### config.mk
export PLATFORM = sky130hd
export DESIGN_NAME = firc_sample_fifo
export DESIGN_NICKNAME = d
export VERILOG_FILES = /design/src/rtl/firc_pkg.sv /design/src/rtl/firc_sample_ram.sv /design/src/rtl/firc_sample_fifo.sv
export SDC_FILE = /design/constraint.sdc
export NUM_CORES = 1
export LEC_CHECK = 0
export CORE_ASPECT_RATIO = 1.25
export CORE_MARGIN = 4
export CORE_UTILIZATION = 55
export DETAILED_ROUTE_END_ITERATION = 10
export HOLD_SLACK_MARGIN = 0.02
export PLACE_DENSITY = 0.81
export SLEW_MARGIN = 30
export SYNTH_ARGS = -nofsm -noshare
export SYNTH_HDL_FRONTEND = slang
export SYNTH_SLANG_ARGS = --single-unit
### constraint.sdc
create_clock -name Clk -period 4.6 [get_ports Clk]
set_input_delay 1.38 -clock Clk [delete_from_list [all_inputs] [get_ports Clk]]
set_output_delay 1.38 -clock Clk [all_outputs]
set_load 0.02 [all_outputs]
### src/rtl/firc_pkg.sv
// Shared sample types for the complex symmetric FIR: the sample FIFO and
// the FIR datapath both store samples as samp_t.
package firc_pkg;

   localparam int SAMP_W = 24;

   typedef struct packed {
      logic signed [SAMP_W-1:0] i;
      logic signed [SAMP_W-1:0] q;
   } samp_t;

endpackage

### src/rtl/firc_sample_ram.sv
// Sample storage for firc_sample_fifo: DEPTH x samp_t register array with one
// synchronous write port and one asynchronous read port (contents not reset).
module firc_sample_ram
   import firc_pkg::*;
#(
   parameter int DEPTH = 16,
   localparam int AW = $clog2(DEPTH)
) (
   input  logic          Clk,
   input  logic          wr_en,
   input  logic [AW-1:0] wr_addr,
   input  samp_t         wr_data,
   input  logic [AW-1:0] rd_addr,
   output samp_t         rd_data
);

   samp_t mem_r [DEPTH];

   // Write port: stores the accepted sample at the write address
   always_ff @(posedge Clk) begin
      if (wr_en) begin
         mem_r[wr_addr] <= wr_data;
      end
   end

   assign rd_data = mem_r[rd_addr];

endmodule

### src/rtl/firc_sample_fifo.sv
// First-word-fall-through complex sample FIFO feeding the FIR control FSM.
// Define FIRC_SAMPLE_FIFO_ERR_EN to add sticky OvfErr/UdfErr outputs.
module firc_sample_fifo
   import firc_pkg::*;
#(
   parameter int DEPTH       = 16,
   parameter int STOP_MARGIN = 2
) (
   input  logic                   Clk,
   input  logic                   Reset,
   input  logic                   PushIn,
   input  logic [SAMP_W-1:0]      SampI,
   input  logic [SAMP_W-1:0]      SampQ,
   output logic                   StopIn,
   input  logic                   PullOut,
   output logic [SAMP_W-1:0]      SampIOut,
   output logic [SAMP_W-1:0]      SampQOut,
   output logic                   Empty,
   output logic                   Full,
   output logic [$clog2(DEPTH):0] Count
`ifdef FIRC_SAMPLE_FIFO_ERR_EN
   ,
   output logic                   OvfErr,
   output logic                   UdfErr
`endif
);

   localparam int AW = $clog2(DEPTH);
   localparam int PW = AW + 1;
   localparam logic [PW-1:0] STOP_LEVEL = PW'(DEPTH - STOP_MARGIN);

   logic [PW-1:0] wr_ptr_r;
   logic [PW-1:0] rd_ptr_r;
   logic [PW-1:0] count_r;
   logic          stop_r;
   logic [PW-1:0] count_nxt_s;
   logic          push_ok_s;
   logic          pull_ok_s;
   samp_t         wr_data_s;
   samp_t         rd_data_s;

   assign Empty = (wr_ptr_r == rd_ptr_r);
   assign Full  = (wr_ptr_r[AW-1:0] == rd_ptr_r[AW-1:0]) && (wr_ptr_r[AW] != rd_ptr_r[AW]);

   // Handshake acceptance and next occupancy
   always_comb begin
      push_ok_s   = PushIn && (!Full || PullOut);
      pull_ok_s   = PullOut && !Empty;
      count_nxt_s = count_r;
      case ({push_ok_s, pull_ok_s})
         2'b10:   count_nxt_s = count_r + PW'(1);
         2'b01:   count_nxt_s = count_r - PW'(1);
         default: count_nxt_s = count_r;
      endcase
   end

   // Pointers, occupancy and registered backpressure
   always_ff @(posedge Clk or posedge Reset) begin
      if (Reset) begin
         wr_ptr_r <= {PW{1'b0}};
         rd_ptr_r <= {PW{1'b0}};
         count_r  <= {PW{1'b0}};
         stop_r   <= 1'b0;
      end else begin
         if (push_ok_s) begin
            wr_ptr_r <= wr_ptr_r + PW'(1);
         end
         if (pull_ok_s) begin
            rd_ptr_r <= rd_ptr_r + PW'(1);
         end
         count_r <= count_nxt_s;
         stop_r  <= (count_nxt_s >= STOP_LEVEL);
      end
   end

   assign wr_data_s.i = SampI;
   assign wr_data_s.q = SampQ;

   firc_sample_ram #(
      .DEPTH (DEPTH)
   ) u_ram (
      .Clk     (Clk),
      .wr_en   (push_ok_s),
      .wr_addr (wr_ptr_r[AW-1:0]),
      .wr_data (wr_data_s),
      .rd_addr (rd_ptr_r[AW-1:0]),
      .rd_data (rd_data_s)
   );

   // Head sample, zeroed while empty so stale storage never leaks out
   always_comb begin
      if (Empty) begin
         SampIOut = {SAMP_W{1'b0}};
         SampQOut = {SAMP_W{1'b0}};
      end else begin
         SampIOut = rd_data_s.i;
         SampQOut = rd_data_s.q;
      end
   end

   assign StopIn = stop_r;
   assign Count  = count_r;

`ifdef FIRC_SAMPLE_FIFO_ERR_EN
   logic ovf_r;
   logic udf_r;

   // Sticky overflow/underflow flags, cleared only by Reset
   always_ff @(posedge Clk or posedge Reset) begin
      if (Reset) begin
         ovf_r <= 1'b0;
         udf_r <= 1'b0;
      end else begin
         if (PushIn && Full && !PullOut) begin
            ovf_r <= 1'b1;
         end
         if (PullOut && Empty) begin
            udf_r <= 1'b1;
         end
      end
   end

   assign OvfErr = ovf_r;
   assign UdfErr = udf_r;

`ifndef SYNTHESIS
   // A dropped push means the source ignored StopIn
   always @(posedge Clk) begin
      if (!Reset) begin
         no_overflow: assert (!(PushIn && Full && !PullOut))
            else $warning("firc_sample_fifo: no overflow violated, sample dropped");
      end
   end
`endif
`endif

endmodule

Yosys cells after proc, flatten, opt, wreduce, memory -nomap -nowiden
Memory sizes are Yosys's and may differ from the RTL's. Cells that the tools add are included.

Word-level logic and storage cells: 26. Memories: 1. Register bits after elaboration: 16. Output and inout bits: 56. Input bits: 52. Memory bits (writable): 768.

Memories: u_ram.mem_r (words 16, width 48, rd ports 1, clocked after Yosys merged registers in 0, write ports 1, RTL line firc_sample_ram.sv:17) `samp_t mem_r [DEPTH];`.

$lt $le $gt $ge: 1. Multiplexer cells: 5. Reductions and logical operators: 6. Add/sub/neg operators: 4. Equality and inequality tests: 5.

Operators with widths (number): $mux W24 (2); $add A5 B1 Y5 const B (3); $pmux W5 S2 (1); $eq A5 B5 Y1 (1); $ge A5 B4 Y1 const B (1); $sub A5 B1 Y5 const B (1); $eq A4 B4 Y1 (1); $logic_and A1 B1 Y1 (3); $eq A2 B1 Y1 const B (1); $eq A2 B2 Y1 const B (1); $logic_not A1 Y1 (2); $mux W1 (2); $logic_or A1 B1 Y1 (1); $ne A1 B1 Y1 (1).

Logic depth before layout (Yosys ltp)
Depth after elaboration: 8. Depth in mapped cells: 14. Mapped depth without buffers: 11.

Modules after synthesis
A second synthesis with hierarchy kept.

Cell total of the unflattened synthesis: 1334. Area, all modules: 30001.3 sq um.

Modules (own cells, without submodules): firc_sample_ram (sequential area each 23062.1 sq um, area an instance 28733.8 sq um, cells each 1194, instances 1); firc_sample_fifo (sequential area each 400.4 sq um, area an instance 1267.5 sq um, cells each 140, instances 1).

Worst setup path before layout
No wires, ideal clock.

Path kind: input to register. Start: input port PullOut. End: memory u_ram.mem_r[15][0] (netlist bit), enable pin. Data arrival time: 3.904 ns. Path buffers: 0. Setup slack: 0.223 ns. Required time: 4.127 ns. Setup time: 0.473 ns. Stages on the path: 2. Path through: nor2_1 a21oi_1.

Cells in the longest elaborated chain, start to end: 4.

Ends and longest elaborated chain: from (decl) (RTL line firc_sample_fifo.sv:15) `input logic PullOut,`; $logic_or A1 B1 Y1 (RTL line firc_sample_fifo.sv:47) `push_ok_s = PushIn && (!Full || PullOut);`; $logic_and A1 B1 Y1 (RTL line firc_sample_fifo.sv:47); $mux W1 (RTL line firc_sample_ram.sv:21) `if (wr_en) begin`; $mux W1 (not written as such) (RTL line firc_sample_ram.sv:22) `mem_r[wr_addr] <= wr_data;`; to (decl) (RTL line firc_sample_ram.sv:17).

No other way between the ends.

Worst setup path after layout
Start: register rd_ptr_r[3]. End: output port SampQOut[22].

Cells in the longest elaborated chain, start to end: 2. Elaborated cells between the ends (all ways): 3. Classes of those cells: eq/ne (1); mux (1); memory (1).

Ends and longest elaborated chain: from (decl) (RTL line firc_sample_fifo.sv:33) `logic [PW-1:0] rd_ptr_r;`; from (signal assigned) (RTL line firc_sample_fifo.sv:61) `rd_ptr_r <= {PW{1'b0}};`; from (signal assigned) (RTL line firc_sample_fifo.sv:69) `rd_ptr_r <= rd_ptr_r + PW'(1);`; $mem_v2 Z16 W48 / $eq A5 B5 Y1 (equally long branches); $mux W24 * (RTL line firc_sample_fifo.sv:92) `if (Empty) begin`; to (decl) (RTL line firc_sample_fifo.sv:17) `output logic [SAMP_W-1:0] SampQOut,`.

Every way passes the cells marked *; elsewhere a longest branch is shown, timed or not.

==> run metrics <==
status finished, final reports clean; Die H 268 µm; Worst-Margin Slew between 600 and 700 ps; non-filler cells, final 2242; Placement Cell Area 0.0321 mm²; Ys Warns 0; Initial Util 56.0%; share of cells above drive strength 1 25.9%; WL final 72.8 mm; Final Net Count 1524; RR Endpoint StopIn; worst endpoint data arrival time 3160 ps; Post-Syn Area 0.0297 mm²; Area Growth Syn to Fin 16.5%; Yosys reg bits approximately 800; Worst setup startpoint rd_ptr_r[3]; slowest cell on the critical path clkdlybuf4s50_1; Synth Flop Type edfxtp_1; core area 0.0530 mm²; Power, Total 22.9 mW; Finished Cell Area 0.0346 mm²; Hold Path Class register to register; Total Routing Usage GR 25.0%; Critical Path End Type primary output; Pwr Density approximately 660 mW/mm²; # IOs 108; Synth Instances ~1300; die width 216 µm; Register-to-Register Path Depth 12; initial antenna violation count 6; Final HPWL DP ~36 mm; # fillers 3153; RSZ-0062 raised after global routing yes; hold path startpoint wr_ptr_r[4]; CTS tree built; footprint of the multi-input gates roughly 0.0059 mm²; # placed instances about 2100; pre-CTS setup slack 223 ps; Max FO, Critical Path 19; cts bufs inserted 70; endpoints failing setup 0; WL per Instance 32.5 µm; max-cap viol count 0; Mean Syn Cell Area 22.9 µm²; reg2reg setup slack roughly 1200 ps; Site Rows 94; clk buf depth 3; Pleak 11.0 nW; crit path launch type register; hold path endpoint wr_ptr_r[4]; Pins Over Slew Limit 0; starting DRC count in detailed routing 2401; port buffer count 107; Avg Vias per Cell a little under 7; EDFF count, synth between 700 and 800; clk sink count 784; distinct cell type count after synthesis 43; Hold Crit Depth 1; final hold vios 0; full die area roughly 0.058 mm²; clock-pin transition on the worst setup and hold timing paths 60 ps; Setup Total Neg Slack 0 ps; Final Core Density 65.2%; first drt pass iteration count 5; Period Utilization, post-route 98.6%; Layout Skew around 26 ps; Antenna Nets Post-Route 0; gpl congestion 0.787; Syn Nets 1356; storage element area 0.0235 mm²; Hold WS between 400 and 500 ps; fraction of registers with async set/reset 2.04%; routed vias 15100; peak supply drop about 430 µV; r2r startpoint rd_ptr_r[0]; Clk Latency, worst-skew pair 620 ps; hold_buf cts 0; PnR worst setup slack 64.6 ps; fin crit period ~4500 ps; Rel. slew slack 56.8%; total gr overflow 0; H-tree depth 3; Worst EP required 3220 ps; clock root buffer clkbuf_16; pin count of the biggest net entering global routing 50; achievable frequency 220 MHz; first-pass GRT wire length approximately 110 mm; DRC 0; CP cell instances or2_4 -> buf_4 -> o22ai_1 -> nor3_1 -> clkdlybuf4s50_1; CP Class register to primary output; CP max stage delay 690 ps; post-synthesis sequential area ratio 79.0%; vias in the first global route between 15000 and 20000
==> flip-flops by register name (all words and copies together) (netlist names) <==
| signal | cells |
|---|---|
| u_ram.mem_r | 768 |
| Count | 5 |
| rd_ptr_r | 5 |
| wr_ptr_r | 5 |
| StopIn | 1 |
==> critical path, delay by kind of cell, from the launching register on <==
family / cells / cell delay (ps)
buf+inv: 2 / 980
simple gates: 2 / 860
flops: 1 / 560
compound gates: 1 / 110
==> metal layers <==
| layer | vias to the layer above | GRT usage [%] | share of wire, % |
|---|---|---|---|
| met4 | 8 | 9.35 | 3.4 |
| li1 | 5896 | - | - |
| met5 | - | 0 | 0.071 |
| met2 | 1070 | 42.8 | 52 |
| met1 | 7944 | 32.2 | 35 |
| met3 | 185 | 5.24 | 9.2 |
==> cells by family after synthesis <==
group | after synthesis | synth area share, %
buffers and inverters | 85 | 1.27
xor gates and xnor gates | 16 | 0.472
muxes | 197 | 14.7
adders and majority gates | 8 | 0.337
and+or+nand+nor | 90 | 1.69
AOI/OAI and AO/OA | 116 | 2.49
DFF | 784 | 79.0
==> synth_stat cells, types with 3 or more instances <==
master	n	area, µm²
nor2_1	4	15.0
nor3_1	48	240
dfrtp_1	16	400
a21oi_1	6	30.0
mux2_2	4	45.0
and2_1	4	25.0
ha_1	8	100
o22ai_1	97	607
edfxtp_1	768	23100
clkbuf_1	40	150
mux4_2	192	4320
and3_1	12	75.1
buf_4	3	22.5
nand2_1	4	15.0
nor2b_1	5	31.3
xnor2_1	4	35.0
buf_2	29	145
xor2_1	12	105
inv_1	9	33.8
==> worst max path at each step <==
stage	end	slack, ps	depth (start not counted)
floorplan	u_ram.mem_r[15][0]	220	2
global placement	StopIn	350	11
detailed placement	StopIn	220	11
CTS	SampQOut[12]	-50	5
global route	SampIOut[16]	-10	6
finish	SampQOut[22]	60	5
==> cell usage in the layout (no fill, tap or decap), drive strengths merged, types with 5 or more instances in the layout <==
master / instances
o22ai: 97
clkbuf: 85
clkinv: 30
edfxtp: 768
nor2b: 5
clkdlybuf4s50: 103
inv: 14
a21oi: 6
nor3: 48
bufinv: 7
ha: 8
mux4: 192
and3: 12
dfrtp: 16
and2: 5
xor2: 12
buf: 63
==> repair_timing <==
item,4_1_cts,5_1_grt
cloned,2,1
setup endpoints to repair,31,21
setup buffers,3,0
gates resized for setup,10,17
==> layout make-up <==
type	count	area share [%]
inverters	9	0.0977
well taps	720	2.60
clock buffers	84	5.28
flip-flops and latches	784	67.9
repair buffers	172	5.65
diodes	3	0.0217
clock inverters	43	1.28
multi-input cells	427	17.2
==> power breakdown <==
group | switching, mW | leakage (nW) | internal [mW]
registers | 0.332 | 7.12 | 8.63
logic | 4.42 | 2.72 | 3.63
clock network | 2.61 | 1.11 | 3.27
Note: power is estimated with default switching activity, not from simulation.
